===== config.mk =====
export PLATFORM = sky130hd
export DESIGN_NAME = rts_cts_flow_ctrl_flat
export DESIGN_NICKNAME = d
export VERILOG_FILES = /design/src/rtl/rts_cts_pkg.sv /design/src/rtl/rts_cts_flow_ctrl_if.sv /design/src/rtl/rts_sync_filter.sv /design/src/rtl/rts_cts_flow_ctrl.sv /design/src/flat_wrapper.sv
export SDC_FILE = /design/constraint.sdc
export NUM_CORES = 1
export LEC_CHECK = 0
export CAP_MARGIN = 10
export CORE_ASPECT_RATIO = 0.6
export CORE_MARGIN = 5
export CORE_UTILIZATION = 53
export DETAILED_ROUTE_END_ITERATION = 6
export PLACE_DENSITY = 0.79
export SYNTH_ARGS = -nofsm -noshare
export SYNTH_HDL_FRONTEND = slang
export SYNTH_SLANG_ARGS = --single-unit

===== constraint.sdc =====
create_clock -name clk -period 2.6 [get_ports clk]
set_input_delay 0.39 -clock clk [delete_from_list [all_inputs] [get_ports clk]]
set_output_delay 0.39 -clock clk [all_outputs]
set_load 0.02 [all_outputs]

===== src/rtl/rts_cts_pkg.sv =====
// rtl/rts_cts_pkg.sv - shared state encoding, default thresholds/timers and counter width
package rts_cts_pkg;

    typedef enum logic [2:0] {
        FC_IDLE      = 3'd0,
        FC_WAIT_ROOM = 3'd1,
        FC_GRANT     = 3'd2,
        FC_DRAIN     = 3'd3,
        FC_BACKOFF   = 3'd4
    } fc_state_t;

    localparam int unsigned DEF_HI_THR  = 12;
    localparam int unsigned DEF_LO_THR  = 4;
    localparam int unsigned DEF_TIMEOUT = 1024;
    localparam int unsigned DEF_BACKOFF = 64;
    localparam int unsigned GRANT_CNT_W = 16;

    function automatic logic [GRANT_CNT_W-1:0] sat_inc(input logic [GRANT_CNT_W-1:0] v);
        return (&v) ? v : v + GRANT_CNT_W'(1);
    endfunction

endpackage


===== src/rtl/rts_cts_flow_ctrl_if.sv =====
// rtl/rts_cts_flow_ctrl_if.sv - pin/FIFO-side signal bundle of the flow controller
interface rts_cts_flow_ctrl_if
    import rts_cts_pkg::*;
#(
    parameter int unsigned LEVEL_W = 8
) ();
    logic                   rts;
    logic                   enable;
    logic [LEVEL_W-1:0]     rx_level;
    logic                   rx_strobe;
    logic                   cts;
    logic                   timeout_pulse;
    logic [2:0]             fc_state;
    logic [GRANT_CNT_W-1:0] grant_cnt;

    modport master (
        output rts, enable, rx_level, rx_strobe,
        input  cts, timeout_pulse, fc_state, grant_cnt
    );

    modport slave (
        input  rts, enable, rx_level, rx_strobe,
        output cts, timeout_pulse, fc_state, grant_cnt
    );
endinterface


===== src/rtl/rts_sync_filter.sv =====
// rtl/rts_sync_filter.sv - rts metastability synchroniser followed by a stability filter
module rts_sync_filter #(
    parameter int unsigned SYNC_STAGES = 2,
    parameter int unsigned FILT_LEN    = 4
) (
    input  logic clk,
    input  logic rst,
    input  logic rts,
    output logic rts_f
);
    logic [SYNC_STAGES-1:0] sync_q;
    logic                   rts_s;

    if (SYNC_STAGES < 2) begin : g_chk_sync
        $error("rts_sync_filter: SYNC_STAGES must be >= 2");
    end

    always_ff @(posedge clk or posedge rst) begin
        if (rst) begin
            sync_q <= '0;
        end else begin
            sync_q <= {sync_q[SYNC_STAGES-2:0], rts};
        end
    end

    assign rts_s = sync_q[SYNC_STAGES-1];

    if (FILT_LEN == 0) begin : g_bypass
        assign rts_f = rts_s;
    end else begin : g_filt
        localparam int unsigned CW = (FILT_LEN < 2) ? 1 : $clog2(FILT_LEN);
        logic [CW-1:0] cnt_q, cnt_d;
        logic          f_q, f_d;

        // Any cycle where rts_s agrees with the filtered value restarts the run.
        always_comb begin
            cnt_d = '0;
            f_d   = f_q;
            if (rts_s != f_q) begin
                if (cnt_q == CW'(FILT_LEN - 1)) begin
                    f_d = rts_s;
                end else begin
                    cnt_d = cnt_q + CW'(1);
                end
            end
        end

        always_ff @(posedge clk or posedge rst) begin
            if (rst) begin
                cnt_q <= '0;
                f_q   <= 1'b0;
            end else begin
                cnt_q <= cnt_d;
                f_q   <= f_d;
            end
        end

        assign rts_f = f_q;
    end
endmodule


===== src/rtl/rts_cts_flow_ctrl.sv =====
// rtl/rts_cts_flow_ctrl.sv - RTS/CTS grant FSM with level hysteresis, no-data timeout and backoff
module rts_cts_flow_ctrl
    import rts_cts_pkg::*;
#(
    parameter int unsigned LEVEL_W     = 8,
    parameter int unsigned HI_THR      = DEF_HI_THR,
    parameter int unsigned LO_THR      = DEF_LO_THR,
    parameter int unsigned SYNC_STAGES = 2,
    parameter int unsigned FILT_LEN    = 4,
    parameter int unsigned TIMEOUT     = DEF_TIMEOUT,
    parameter int unsigned BACKOFF     = DEF_BACKOFF
) (
    input  logic                clk,
    input  logic                rst,
    rts_cts_flow_ctrl_if.slave  fc
);
    localparam int unsigned IW = $clog2(TIMEOUT + 1);
    localparam int unsigned BW = $clog2(BACKOFF + 1);
    localparam logic [LEVEL_W-1:0] HI_L = LEVEL_W'(HI_THR);
    localparam logic [LEVEL_W-1:0] LO_L = LEVEL_W'(LO_THR);

    if (LO_THR >= HI_THR) begin : g_chk_thr
        $error("rts_cts_flow_ctrl: LO_THR must be below HI_THR");
    end
    if (TIMEOUT < 1 || BACKOFF < 1) begin : g_chk_tmr
        $error("rts_cts_flow_ctrl: TIMEOUT and BACKOFF must be >= 1");
    end

    fc_state_t              state_q, state_d;
    logic [IW-1:0]          idle_cnt_q, idle_cnt_d;
    logic [BW-1:0]          bo_cnt_q, bo_cnt_d;
    logic                   cts_q, cts_d;
    logic                   tp_q, tp_d;
    logic [GRANT_CNT_W-1:0] gcnt_q, gcnt_d;
    logic                   rts_f;
    logic                   lvl_hi, lvl_lo, idle_expired, bo_done, grant_entry;

    rts_sync_filter #(
        .SYNC_STAGES (SYNC_STAGES),
        .FILT_LEN    (FILT_LEN)
    ) u_sync_filter (
        .clk   (clk),
        .rst   (rst),
        .rts   (fc.rts),
        .rts_f (rts_f)
    );

    assign lvl_hi       = fc.rx_level >= HI_L;
    assign lvl_lo       = fc.rx_level <= LO_L;
    assign idle_expired = idle_cnt_q == IW'(TIMEOUT - 1);
    assign bo_done      = bo_cnt_q == BW'(BACKOFF - 1);

    // Throttle outranks release, which outranks timeout; a strobe on the expiry cycle keeps the grant.
    always_comb begin
        state_d = state_q;
        if (!fc.enable) begin
            state_d = FC_IDLE;
        end else begin
            case (state_q)
                FC_IDLE: begin
                    if (rts_f) state_d = lvl_lo ? FC_GRANT : FC_WAIT_ROOM;
                end
                FC_WAIT_ROOM: begin
                    if (!rts_f)      state_d = FC_IDLE;
                    else if (lvl_lo) state_d = FC_GRANT;
                end
                FC_GRANT: begin
                    if (lvl_hi)                              state_d = FC_DRAIN;
                    else if (!rts_f)                         state_d = FC_IDLE;
                    else if (idle_expired && !fc.rx_strobe)  state_d = FC_BACKOFF;
                end
                FC_DRAIN: begin
                    if (lvl_lo) state_d = rts_f ? FC_GRANT : FC_IDLE;
                end
                FC_BACKOFF: begin
                    if (bo_done) state_d = FC_IDLE;
                end
                default: state_d = FC_IDLE;
            endcase
        end
    end

    always_comb begin
        grant_entry = (state_d == FC_GRANT) && (state_q != FC_GRANT);
        idle_cnt_d  = idle_cnt_q;
        if (grant_entry || fc.rx_strobe) begin
            idle_cnt_d = '0;
        end else if (state_q == FC_GRANT) begin
            idle_cnt_d = idle_cnt_q + IW'(1);
        end
        bo_cnt_d = (state_q == FC_BACKOFF) ? bo_cnt_q + BW'(1) : '0;
        cts_d    = state_d == FC_GRANT;
        tp_d     = (state_q == FC_GRANT) && (state_d == FC_BACKOFF);
        gcnt_d   = grant_entry ? sat_inc(gcnt_q) : gcnt_q;
    end

    always_ff @(posedge clk or posedge rst) begin
        if (rst) begin
            state_q    <= FC_IDLE;
            idle_cnt_q <= '0;
            bo_cnt_q   <= '0;
            cts_q      <= 1'b0;
            tp_q       <= 1'b0;
            gcnt_q     <= '0;
        end else begin
            state_q    <= state_d;
            idle_cnt_q <= idle_cnt_d;
            bo_cnt_q   <= bo_cnt_d;
            cts_q      <= cts_d;
            tp_q       <= tp_d;
            gcnt_q     <= gcnt_d;
        end
    end

    assign fc.cts           = cts_q;
    assign fc.timeout_pulse = tp_q;
    assign fc.fc_state      = state_q;
    assign fc.grant_cnt     = gcnt_q;
endmodule


===== src/flat_wrapper.sv =====
// flat-port wrapper written by rule: the top's interface ports become plain ports
module rts_cts_flow_ctrl_flat import rts_cts_pkg::*;
#(
    parameter int unsigned LEVEL_W     = 8,
    parameter int unsigned HI_THR      = DEF_HI_THR,
    parameter int unsigned LO_THR      = DEF_LO_THR,
    parameter int unsigned SYNC_STAGES = 2,
    parameter int unsigned FILT_LEN    = 4,
    parameter int unsigned TIMEOUT     = DEF_TIMEOUT,
    parameter int unsigned BACKOFF     = DEF_BACKOFF
)
  (clk, rst, fc_rts, fc_enable, fc_rx_level, fc_rx_strobe, fc_cts, fc_timeout_pulse, fc_fc_state, fc_grant_cnt);
  rts_cts_flow_ctrl_if #(.LEVEL_W(LEVEL_W)) fc_i ();
  input  logic clk;
  input  logic rst;
  input wire logic [$bits(fc_i.rts)-1:0] fc_rts;
  input wire logic [$bits(fc_i.enable)-1:0] fc_enable;
  input wire logic [$bits(fc_i.rx_level)-1:0] fc_rx_level;
  input wire logic [$bits(fc_i.rx_strobe)-1:0] fc_rx_strobe;
  output wire logic [$bits(fc_i.cts)-1:0] fc_cts;
  output wire logic [$bits(fc_i.timeout_pulse)-1:0] fc_timeout_pulse;
  output wire logic [$bits(fc_i.fc_state)-1:0] fc_fc_state;
  output wire logic [$bits(fc_i.grant_cnt)-1:0] fc_grant_cnt;
  assign fc_i.rts = fc_rts;
  assign fc_i.enable = fc_enable;
  assign fc_i.rx_level = fc_rx_level;
  assign fc_i.rx_strobe = fc_rx_strobe;
  assign fc_cts = fc_i.cts;
  assign fc_timeout_pulse = fc_i.timeout_pulse;
  assign fc_fc_state = fc_i.fc_state;
  assign fc_grant_cnt = fc_i.grant_cnt;
  rts_cts_flow_ctrl #(.LEVEL_W(LEVEL_W), .HI_THR(HI_THR), .LO_THR(LO_THR), .SYNC_STAGES(SYNC_STAGES), .FILT_LEN(FILT_LEN), .TIMEOUT(TIMEOUT), .BACKOFF(BACKOFF)) u_core (.clk(clk), .rst(rst), .fc(fc_i));
endmodule

* Yosys cells after proc, flatten, opt, wreduce, memory -nomap -nowiden *
Cells that the tools add are included.

cells by class
  $lt $le $gt $ge = 2
  equal/unequal tests = 11
  bitwise gates (word level) = 1
  add/sub/neg operators = 4
  muxes and demuxes = 17
  reduce and logical (&&, ||, !) cells = 10

operator list
  operator                 count
  $mux W3                  9
  $mux W11                 2
  $add A16 B1 Y16 const B  1
  $reduce_and A16 Y1       1
  $pmux W3 S5              1
  $add A11 B1 Y11 const B  1
  $eq A11 B10 Y1 const B   1
  $eq A3 B2 Y1 const B     3
  $ge A8 B4 Y1 const B     1
  $le A8 B3 Y1 const B     1
  $mux W2                  4
  $add A7 B1 Y7 const B    1
  $eq A7 B6 Y1 const B     1
  $mux W7                  1
  $eq A3 B3 Y1 const B     2
  $reduce_and A2 Y1        2
  $eq A3 B1 Y1 const B     1
  $logic_and A1 B1 Y1      3
  $logic_not A3 Y1         1
  $ne A3 B2 Y1 const B     1
  $add A2 B1 Y2 const B    1
  $eq A2 B2 Y1 const B     1
  $reduce_bool A2 Y1       1
  $logic_not A1 Y1         1
  other kinds (3)          3

storage, ports and cells
  register bits = 44
  logic and storage cells = 54
  input port bits = 13
  output and inout port bits = 21

* Longest topological paths before layout *
  depth in word-level cells = 11
  gate-level depth with buffers = 7
  gate-level depth less buffers = 7

* By module *
A second synthesis with hierarchy kept.

unflattened totals
  cell total of the unflattened synthesis = 212
  area, all modules = 2,195.9 um^2

by module, submodules not included
  module             cells an instance  seq. area each (um^2)  area an instance (um^2)  times used
  rts_cts_flow_ctrl  201                975.9                  2,018.2                  1
  rts_sync_filter    11                 125.1                  177.7                    1

* Worst setup path after synthesis *
No wires, ideal clock.

  path type = input to register
  start = input port fc_rx_level[4]
  end = register u_core.gcnt_q[8], in the netlist u_core.fc.grant_cnt[8]
  path buffers = 0
  cell stages on the path = 6
  arrival = 2,226 ps
  setup slack = 243 ps
  cells stage by stage = or4_4 -> or3_4 -> a221oi_4 -> o211ai_4 -> or3_1 -> xnor2_1

on the way
  word-level cells in the longest chain between the ends = 8
  elaborated cells on any way between the ends = 13
  those cells by class = order compare (2); eq/ne (1); mux (8); reduce/logical (2)

ends and longest elaborated chain
  what                                  RTL line                                          source
  start: declaration                    flat_wrapper.sv:18                                input wire logic [$bits(fc_i.rx_level)-1:0] fc_rx_level;
  $le A8 B3 Y1                          rts_cts_flow_ctrl.sv:49                           assign lvl_lo = fc.rx_level <= LO_L;
  $mux W3 or $mux W2 (tied branches)    rts_cts_flow_ctrl.sv:65, rts_cts_flow_ctrl.sv:61
  $mux W3, on equally long branches     rts_cts_flow_ctrl.sv:64, rts_cts_flow_ctrl.sv:61
  $pmux W3 S5 *                         rts_cts_flow_ctrl.sv:59                           case (state_q)
  $mux W3 *                             rts_cts_flow_ctrl.sv:56                           if (!fc.enable) begin
  $eq A3 B2 Y1 *                        rts_cts_flow_ctrl.sv:84                           grant_entry = (state_d == FC_GRANT) && (state_q != FC_GRANT);
  $logic_and A1 B1 Y1 *                 rts_cts_flow_ctrl.sv:84
  $reduce_and A2 Y1 (no source line) *  -
  end signal: assignment                rts_cts_flow_ctrl.sv:111                          gcnt_q <= gcnt_d;
  end: declaration                      rts_cts_flow_ctrl.sv:34                           logic [GRANT_CNT_W-1:0] gcnt_q, gcnt_d;

Mark *: on every way between the ends. The rest lies on a longest branch, timed or not.
A chain may end at the register's enable or synchronous reset.

* Worst setup path after layout *
  start = input port fc_rx_level[5]
  end = register u_core.gcnt_q[8], in the netlist u_core.fc.grant_cnt[8]

Same word-level chain as after synthesis.

==> impl_metrics.prom <==
# TYPE chip_impl_metric gauge
chip_impl_info{name="critical-path-slowest-cell",value="sky130_fd_sc_hd__or4_4"} 1
chip_impl_metric{name="cts_htree_levels",unit=""} 2
chip_impl_metric{name="synth.net_count",unit=""} 227
chip_impl_metric{name="setup_violations",unit=""} 0
chip_impl_info{name="dominantRegCellSynth",value="sky130_fd_sc_hd__dfrtp_1"} 1
chip_impl_metric{name="final_core_util",unit=""} 0.694
chip_impl_metric{name="ios",unit=""} 34
chip_impl_metric{name="postSynthAreaPerCell",unit="sq um"} 10.5
chip_impl_info{name="worstPathCellList",value="clkdlybuf4s50_1, or4_4, or3_4, a221oi_4, o211ai_4, or3_1, xnor2_1"} 1
chip_impl_info{name="critPathLaunchType",value="input pin"} 1
chip_impl_metric{name="io_port_bufs",unit=""} 33
chip_impl_metric{name="max_freq",unit="MHz"} 393
chip_impl_metric{name="clock_path_buffers",unit=""} 2
chip_impl_metric{name="routed_via_density",unit=""} 5.64
chip_impl_metric{name="critical_path.n_buffers_inverters",unit=""} 1
chip_impl_metric{name="cellInternalPower",unit="mW"} 1.04
chip_impl_metric{name="synth_area",unit="sq um"} 2200
chip_impl_metric{name="power.density_cell_area",unit="nW/um^2"} 515
chip_impl_info{name="clock-root-buffer",value="sky130_fd_sc_hd__clkbuf_8"} 1
chip_impl_metric{name="power_frac_seq",unit=""} 0.531
chip_impl_metric{name="remaining_drc_errors",unit=""} 0
chip_impl_metric{name="edff_count_synth",unit=""} 0
chip_impl_info{name="crit_type",value="input pin to flip-flop"} 1
chip_impl_metric{name="clock-sinks",unit=""} 44
chip_impl_metric{name="hold_violations",unit=""} 0
chip_impl_metric{name="grt_max_degree",unit=""} 25
chip_impl_metric{name="layout_min_cycle_time",unit="ns"} 2.54
chip_impl_metric{name="cells_after_synthesis",unit=""} 210
chip_impl_metric{name="syn2layout_area_growth",unit="%"} 28.1
chip_impl_metric{name="clkTransAtPathRegs",unit="ns"} 0.08
chip_impl_metric{name="route.antenna.remaining_nets",unit=""} 0
chip_impl_metric{name="row_count",unit=""} 18
chip_impl_metric{name="post-route-period-util",unit=""} 0.978
chip_impl_metric{name="initial_utilization",unit=""} 0.542
chip_impl_metric{name="worst_pin_slew",unit="ns"} 0.566
chip_impl_metric{name="routed_wire_length_per_instance",unit="microns"} 15.1
chip_impl_metric{name="max_cap_viols",unit=""} 0
chip_impl_metric{name="irDropWorstVdd",unit="uV"} 493
chip_impl_metric{name="num_antenna_cells",unit=""} 0
chip_impl_metric{name="setup_total_negative_slack",unit="ns"} 0
chip_impl_metric{name="p_comb_frac",unit=""} 0.186
chip_impl_metric{name="grt_first_pass_wirelength",unit="microns"} 7770
chip_impl_metric{name="cts.hold.buffers_added",unit=""} 0
chip_impl_info{name="hold_path_class",value="input pin to async pin"} 1
chip_impl_metric{name="grt_antenna_before_repair",unit=""} 0
chip_impl_metric{name="worst_clock_skew",unit="ns"} 0.00833
chip_impl_metric{name="num-fill-cells",unit=""} 308
chip_impl_metric{name="grt_pass1_vias",unit=""} 1630
chip_impl_metric{name="maxSlewHeadroom",unit=""} 0.622
chip_impl_metric{name="place.gp.congestion",unit=""} 0.832
chip_impl_metric{name="ys.warnings.count",unit=""} 0
chip_impl_info{name="cts_tree",value="yes"} 1
chip_impl_metric{name="floorplan.core_area",unit="sq um"} 4050
chip_impl_metric{name="worst_ep_arrival_time",unit="ns"} 2.74
chip_impl_metric{name="synthArstFlopShare",unit=""} 1.00
chip_impl_metric{name="drt_iter0_drc",unit=""} 85
chip_impl_metric{name="leakagePower",unit="nW"} 1.23
chip_impl_metric{name="synth-seq-cells",unit=""} 44
chip_impl_metric{name="routed_wire_length",unit="microns"} 4710
chip_impl_metric{name="detailroute.via_count",unit=""} 1759
chip_impl_metric{name="cts_buffers",unit=""} 5
chip_impl_info{name="cpLargestDelayFamily",value="simple AND/OR/NAND/NOR gates"} 1
chip_impl_metric{name="layout.nets",unit=""} 279
chip_impl_metric{name="dpl.hpwl",unit="microns"} 3460
chip_impl_metric{name="post_synth_num_cell_types",unit=""} 43
chip_impl_metric{name="netSwitchingFraction",unit=""} 0.285
chip_impl_info{name="critical_path.endpoint_type",value="flip-flop"} 1
chip_impl_metric{name="post-place-cells",unit=""} 304
chip_impl_metric{name="max_stage_delay",unit="ns"} 0.53
chip_impl_metric{name="synth.yosys.seq_area_share",unit=""} 0.501
chip_impl_metric{name="final_cells",unit=""} 312
chip_impl_metric{name="clkPwrFrac",unit=""} 0.283
chip_impl_metric{name="dieArea",unit="sq um"} 5580
chip_impl_metric{name="clkLatencyLatePin",unit="ns"} 0.30
chip_impl_metric{name="gr-total-overflow",unit=""} 0
chip_impl_metric{name="die_height",unit="microns"} 59.9
chip_impl_metric{name="power_switching",unit="mW"} 0.413
chip_impl_info{name="status",value="completed"} 1
chip_impl_metric{name="first_pass_iters",unit=""} 4
chip_impl_metric{name="layout-drive-gt1-share",unit=""} 0.137
chip_impl_metric{name="global_route.usage.total",unit=""} 0.181
chip_impl_metric{name="report.final.slew_viol_count",unit=""} 0
chip_impl_metric{name="die_width",unit="microns"} 93.1
chip_impl_metric{name="cp.required",unit="ns"} 2.79
chip_impl_metric{name="crit_fanout",unit=""} 5
==> per-stage QoR <==
step / worst slack, ns / hold WS [ns] / instance area (sq um) / power [mW]
3_3_place_gp: -0.296 / 0.335 / 2680 / 1.03
4_1_cts: 0.0442 / 0.314 / 2770 / 1.45
5_1_grt: -0.0193 / 0.332 / 2820 / 1.51
3_5_place_dp: -0.364 / 0.340 / 2680 / 1.04
2_1_floorplan: 0.243 / 0.331 / 2200 / 0.927
6_report: 0.0580 / 0.307 / 2820 / 1.45
==> sequential cells by signal, indices dropped and copies added (netlist names), 2 cells and up <==
name and flops:
u_core.fc.fc_state 3, u_core.fc.grant_cnt 16, u_core.u_sync_filter.g_filt.cnt_q 2, u_core.idle_cnt_q 11, u_core.bo_cnt_q 7, u_core.u_sync_filter.sync_q 2
==> final timing paths <==
kind / startpoint / to / slack (ns) / cells after the start
max in group asynchronous: rst / u_core.bo_cnt_q[1]$_DFF_PP0_ / 1.72 / 3
worst min register to register: u_core.u_sync_filter.sync_q[0]$_DFF_PP0_ / u_core.u_sync_filter.sync_q[1]$_DFF_PP0_ / 0.35 / 0
worst max-delay path: fc_rx_level[5] / u_core.fc.grant_cnt[8]$_DFFE_PP0P_ / 0.06 / 7
worst max register to register: u_core.fc.fc_state[1]$_DFF_PP0_ / u_core.fc.grant_cnt[8]$_DFFE_PP0P_ / 0.24 / 7
worst min-delay path: rst / u_core.fc.cts$_DFF_PP0_ / 0.31 / 2
min in group clk: u_core.u_sync_filter.sync_q[0]$_DFF_PP0_ / u_core.u_sync_filter.sync_q[1]$_DFF_PP0_ / 0.35 / 0
==> worst register-to-register path, stage by stage (launching register included) <==
cell	delay [ns]
sky130_fd_sc_hd__dfrtp_1	0.46
sky130_fd_sc_hd__nor3b_1	0.53
sky130_fd_sc_hd__nor4b_1	0.31
sky130_fd_sc_hd__o21a_1	0.19
sky130_fd_sc_hd__buf_4	0.15
sky130_fd_sc_hd__o211ai_4	0.12
sky130_fd_sc_hd__or3_1	0.35
sky130_fd_sc_hd__xnor2_1	0.13
==> cells by family after synthesis <==
logic type | share of synthesized area
AO/OA/AOI/OAI | 0.103
AND/OR/NAND/NOR | 0.257
multiplexers | 0.00512
adder cells (fa/ha/maj) | 0.0228
flip-flops | 0.501
XOR/XNOR | 0.0996
buffers and inverters | 0.0119
==> metal layers <==
metal	global-route usage	vias up	share of wire
li1	-	869	-
met1	0.283	836	0.53
met2	0.233	47	0.40
met3	0.0579	7	0.063
met4	0.0501	0	0.011
met5	0	-	0
==> power by group through the flow <==
stage                     clock, mW  combinational (mW)  sequential (mW)
after CTS                     0.418               0.260            0.768
after global placement            0               0.253            0.781
final                         0.410               0.269            0.769
after detailed placement          0               0.258            0.782
after global routing          0.444               0.294            0.776
after floorplan                   0               0.137            0.790
==> area by class of cell <==
| class | count | area (sq um) | share of cell area |
|---|---|---|---|
| tap | 50 | 62.6 | 0.0222 |
| multi-input combinational | 159 | 1120 | 0.397 |
| clock inverter | 2 | 12.5 | 0.00444 |
| inverter | 6 | 22.5 | 0.00800 |
| sequential | 44 | 1100 | 0.391 |
| timing repair buffer | 46 | 430 | 0.153 |
| clock buffer | 5 | 68.8 | 0.0244 |
==> placed cells by master (no fill, tap or decap), types with 3 or more instances in the layout <==
cell type / Yosys / final
sky130_fd_sc_hd__a21oi_1: 4 / 4
sky130_fd_sc_hd__a31oi_1: 3 / 3
sky130_fd_sc_hd__and2_1: 8 / 8
sky130_fd_sc_hd__and4_1: 3 / 3
sky130_fd_sc_hd__buf_4: 0 / 13
sky130_fd_sc_hd__clkbuf_8: 0 / 5
sky130_fd_sc_hd__clkdlybuf4s50_1: 0 / 32
sky130_fd_sc_hd__dfrtp_1: 44 / 44
sky130_fd_sc_hd__ha_1: 4 / 4
sky130_fd_sc_hd__inv_1: 6 / 5
sky130_fd_sc_hd__nand2_1: 18 / 18
sky130_fd_sc_hd__nand3_1: 15 / 15
sky130_fd_sc_hd__nand4_1: 10 / 10
sky130_fd_sc_hd__nor2_1: 19 / 19
sky130_fd_sc_hd__nor3_1: 5 / 4
sky130_fd_sc_hd__nor4_1: 4 / 3
sky130_fd_sc_hd__o21ai_0: 6 / 6
sky130_fd_sc_hd__or3_1: 4 / 4
sky130_fd_sc_hd__xnor2_1: 11 / 11
sky130_fd_sc_hd__xor2_1: 14 / 14
==> synth_stat cells (2+ instances only) <==
master                     n  area (sq um)
sky130_fd_sc_hd__inv_1     6          22.5
sky130_fd_sc_hd__nand4_1  10          62.6
sky130_fd_sc_hd__nand3_1  15          75.1
sky130_fd_sc_hd__a21oi_1   4          20.0
sky130_fd_sc_hd__nor2b_1   2          12.5
sky130_fd_sc_hd__nor2_1   19          71.3
sky130_fd_sc_hd__dfrtp_1  44          1100
sky130_fd_sc_hd__o21a_1    2          15.0
sky130_fd_sc_hd__nor3b_1   2          15.0
sky130_fd_sc_hd__nor4_1    4          25.0
sky130_fd_sc_hd__and3_1    2          12.5
sky130_fd_sc_hd__ha_1      4          50.1
sky130_fd_sc_hd__nor3_1    5          25.0
sky130_fd_sc_hd__o21ai_0   6          30.0
sky130_fd_sc_hd__xnor2_1  11          96.3
sky130_fd_sc_hd__a31oi_1   3          18.8
sky130_fd_sc_hd__or4_1     2          15.0
sky130_fd_sc_hd__and2_1    8          50.1
sky130_fd_sc_hd__o211a_1   2          20.0
sky130_fd_sc_hd__or3_1     4          25.0
sky130_fd_sc_hd__nand2_1  18          67.6
sky130_fd_sc_hd__and4_1    3          26.3
sky130_fd_sc_hd__xor2_1   14           123
==> repair_timing <==
item / 4_1_cts / 5_1_grt
pin swaps: 0 / 7
setup endpoints to repair: 1 / 14
resized for setup: 2 / 7
hold endpoints to repair: 0 / 0
setup buffers: 0 / 1
Power figures use the tool's default switching activity.
==> edit (same flow settings) <==
The package constant `DEF_BACKOFF` goes from 64 to 128.
--- a/src/rtl/rts_cts_pkg.sv
+++ b/src/rtl/rts_cts_pkg.sv
@@ -12,7 +12,7 @@
     localparam int unsigned DEF_HI_THR  = 12;
     localparam int unsigned DEF_LO_THR  = 4;
     localparam int unsigned DEF_TIMEOUT = 1024;
-    localparam int unsigned DEF_BACKOFF = 64;
+    localparam int unsigned DEF_BACKOFF = 128;
     localparam int unsigned GRANT_CNT_W = 16;
 
     function automatic logic [GRANT_CNT_W-1:0] sat_inc(input logic [GRANT_CNT_W-1:0] v);
Formal check against the unedited RTL: same outputs for any inputs over 10 cycles, from zero or initial values and one cycle with rst high; that may be too few to reach the edited logic, so the function may still have changed.
==> edit against the unedited design <==
- setup slack improved by 0.15 ns
- power decreased by 2.4%
- synthesized area decreased by 3.8%
- routed wire length decreased by 13%
- cell area decreased by 5.8%
- first-iteration DRC count decreased by 40%
- sequential cell count increased by 1
- largest cell class is now sequential cells
==> edit: results (changes against the unedited design) <==
synthesis:
  ys_seq_area_share_pct: 53.25  # +3.2 points
  synth_cell_types: 38  # -12%
  ys_top_cells_by_count: "dfrtp_1 (45), nor2_1 (26), nand2_1 (16), xnor2_1 (16), xor2_1 (15)"
  synth_fp_nets: 216  # -4.8%
  synthTopCellsByArea: "dfrtp_1 (53%), xnor2_1 (6.6%), xor2_1 (6.2%)"
  synthArstFlopShare_pct: 100.0  # unchanged
cells_and_area:
  fillCellCount: 293  # -4.9%
  register_area_mm2: 0.001126  # +2.3%
  drive_above_1_share_pct: 9.274  # -4.5 points
  nNetsFinal: 264  # -5.4%
drt:
  drt_iter0_markers: 51  # -40%
  finalWirelength_um: 4112  # -13%
  vias: 1566  # -11%
  wl_met3_um: 166  # -44%
  wl_met1_um: 2197  # -12%
  wl_met2_um: 1741  # -6.7%
global_routing:
  grt_pass1_vias: 1508  # -7.5%
  grt_first_pass_wirelength_um: 7203  # -7.3%
  grt_max_degree: 22  # -12%
  track_usage_pct: 16.56  # -1.5 points
  grt_antenna_before_repair: 0  # unchanged
setup_path:
  critPathArrivalTime_ns: 2.57  # -0.17 ns
  critical_path.max_fanout: 14  # +9
  ff2ff_path_depth: 6  # -1
placed_design:
  placedInstanceArea_mm2: 0.002567  # -4.1%
  gp_congestion: 0.7748  # -6.9%
  hpwl_um: 3106  # -10%
clock_network:
  cts.repair.resized: 0  # -2
  root_buffer: "clkbuf_8"
  clk_latency_ns: 0.28  # -0.02 ns
  post-cts-setup-buffer-count: 0  # unchanged
  numCtsBuffers: 5  # unchanged
hold_path:
  min_path_type: "reg2reg"
timing:
  hold_viol_final: 0  # unchanged
  skew_ns: 0.007738  # -0.0005959 ns
  worst_pin_slew_ns: 0.7249  # +0.1591 ns
pwr:
  netSwitchingFraction_pct: 26.15  # -2.3 points
  p_leak_nw: 1.144  # -6.8%
  ir_drop_uv: 541.1  # +9.9%
run_status:
  status: "finished clean"
-- edit: cell count changes after synthesis, sizes merged, moves of 3 or more --
cell	unedited run	this run
nor2b	2	5
xnor2	11	16
nor2	20	26
nor4	5	1
and2	8	0
or3	5	1
a31oi	3	0
nand3	15	12
-- edit: power by group through the flow --
stage / clock network (mW) / logic [mW] / registers (mW)
after floorplan: 0 / 0.104 / 0.801
after global placement: 0 / 0.218 / 0.792
after detailed placement: 0 / 0.224 / 0.794
after CTS: 0.422 / 0.226 / 0.781
after global routing: 0.458 / 0.252 / 0.791
final: 0.409 / 0.224 / 0.781
-- edit: path summary, 6_finish.rpt --
check / slack [ns] / startpoint / to
setup / recovery: 0.20 / fc_rx_level[5] / u_core.fc.grant_cnt[3]
hold / removal: 0.35 / u_core.u_sync_filter.sync_q[0] / u_core.u_sync_filter.sync_q[1]
setup reg to reg: 0.52 / u_core.u_sync_filter.rts_f / u_core.fc.grant_cnt[3]
hold reg to reg: 0.35 / u_core.u_sync_filter.sync_q[0] / u_core.u_sync_filter.sync_q[1]
max in group asynchronous: 1.58 / rst / u_core.idle_cnt_q[8]
min in group asynchronous: 0.43 / rst / u_core.u_sync_filter.g_filt.cnt_q[1]
-- edit: area by class of cell --
type                       instances  share of cell area (%)
sequential                        45                   42.47
clock inverter                     1                  0.2832
clock buffer                       7                   2.879
inverter                           5                  0.7079
tap                               47                   2.218
timing repair buffer              44                   15.57
multi-input combinational        146                   35.87
-- edit: worst reg2reg max path, stage by stage, from the launching register on --
cell and delay (ns):
dfrtp_1 0.45, or3b_2 0.49, a2bb2o_1 0.29, o311a_1 0.14
and4_4 0.25, and4_1 0.23, xor2_1 0.13
-- edit: metal layers --
layer / up-vias / GRT usage (%)
met5: - / 0
met4: 0 / 1.288
met3: 2 / 4.598
met2: 33 / 25.03
met1: 747 / 24.74
li1: 784 / -
-- edit: kinds of logic after synthesis --
logic type | synth area share [%]
AO/OA/AOI/OAI | 4.557
XOR/XNOR | 12.84
adder cells (fa/ha/maj) | 2.367
buffers and inverters | 1.775
flip-flops | 53.25
multiplexers | 1.183
AND/OR/NAND/NOR | 24.02
-- edit: metrics by stage --
step	setup WS (ns)	instances
after floorplan	0.3484	199
after global placement	-0.07345	287
after detailed placement	-0.1015	287
after CTS	0.2097	295
after global routing	0.05947	295
final	0.2050	295
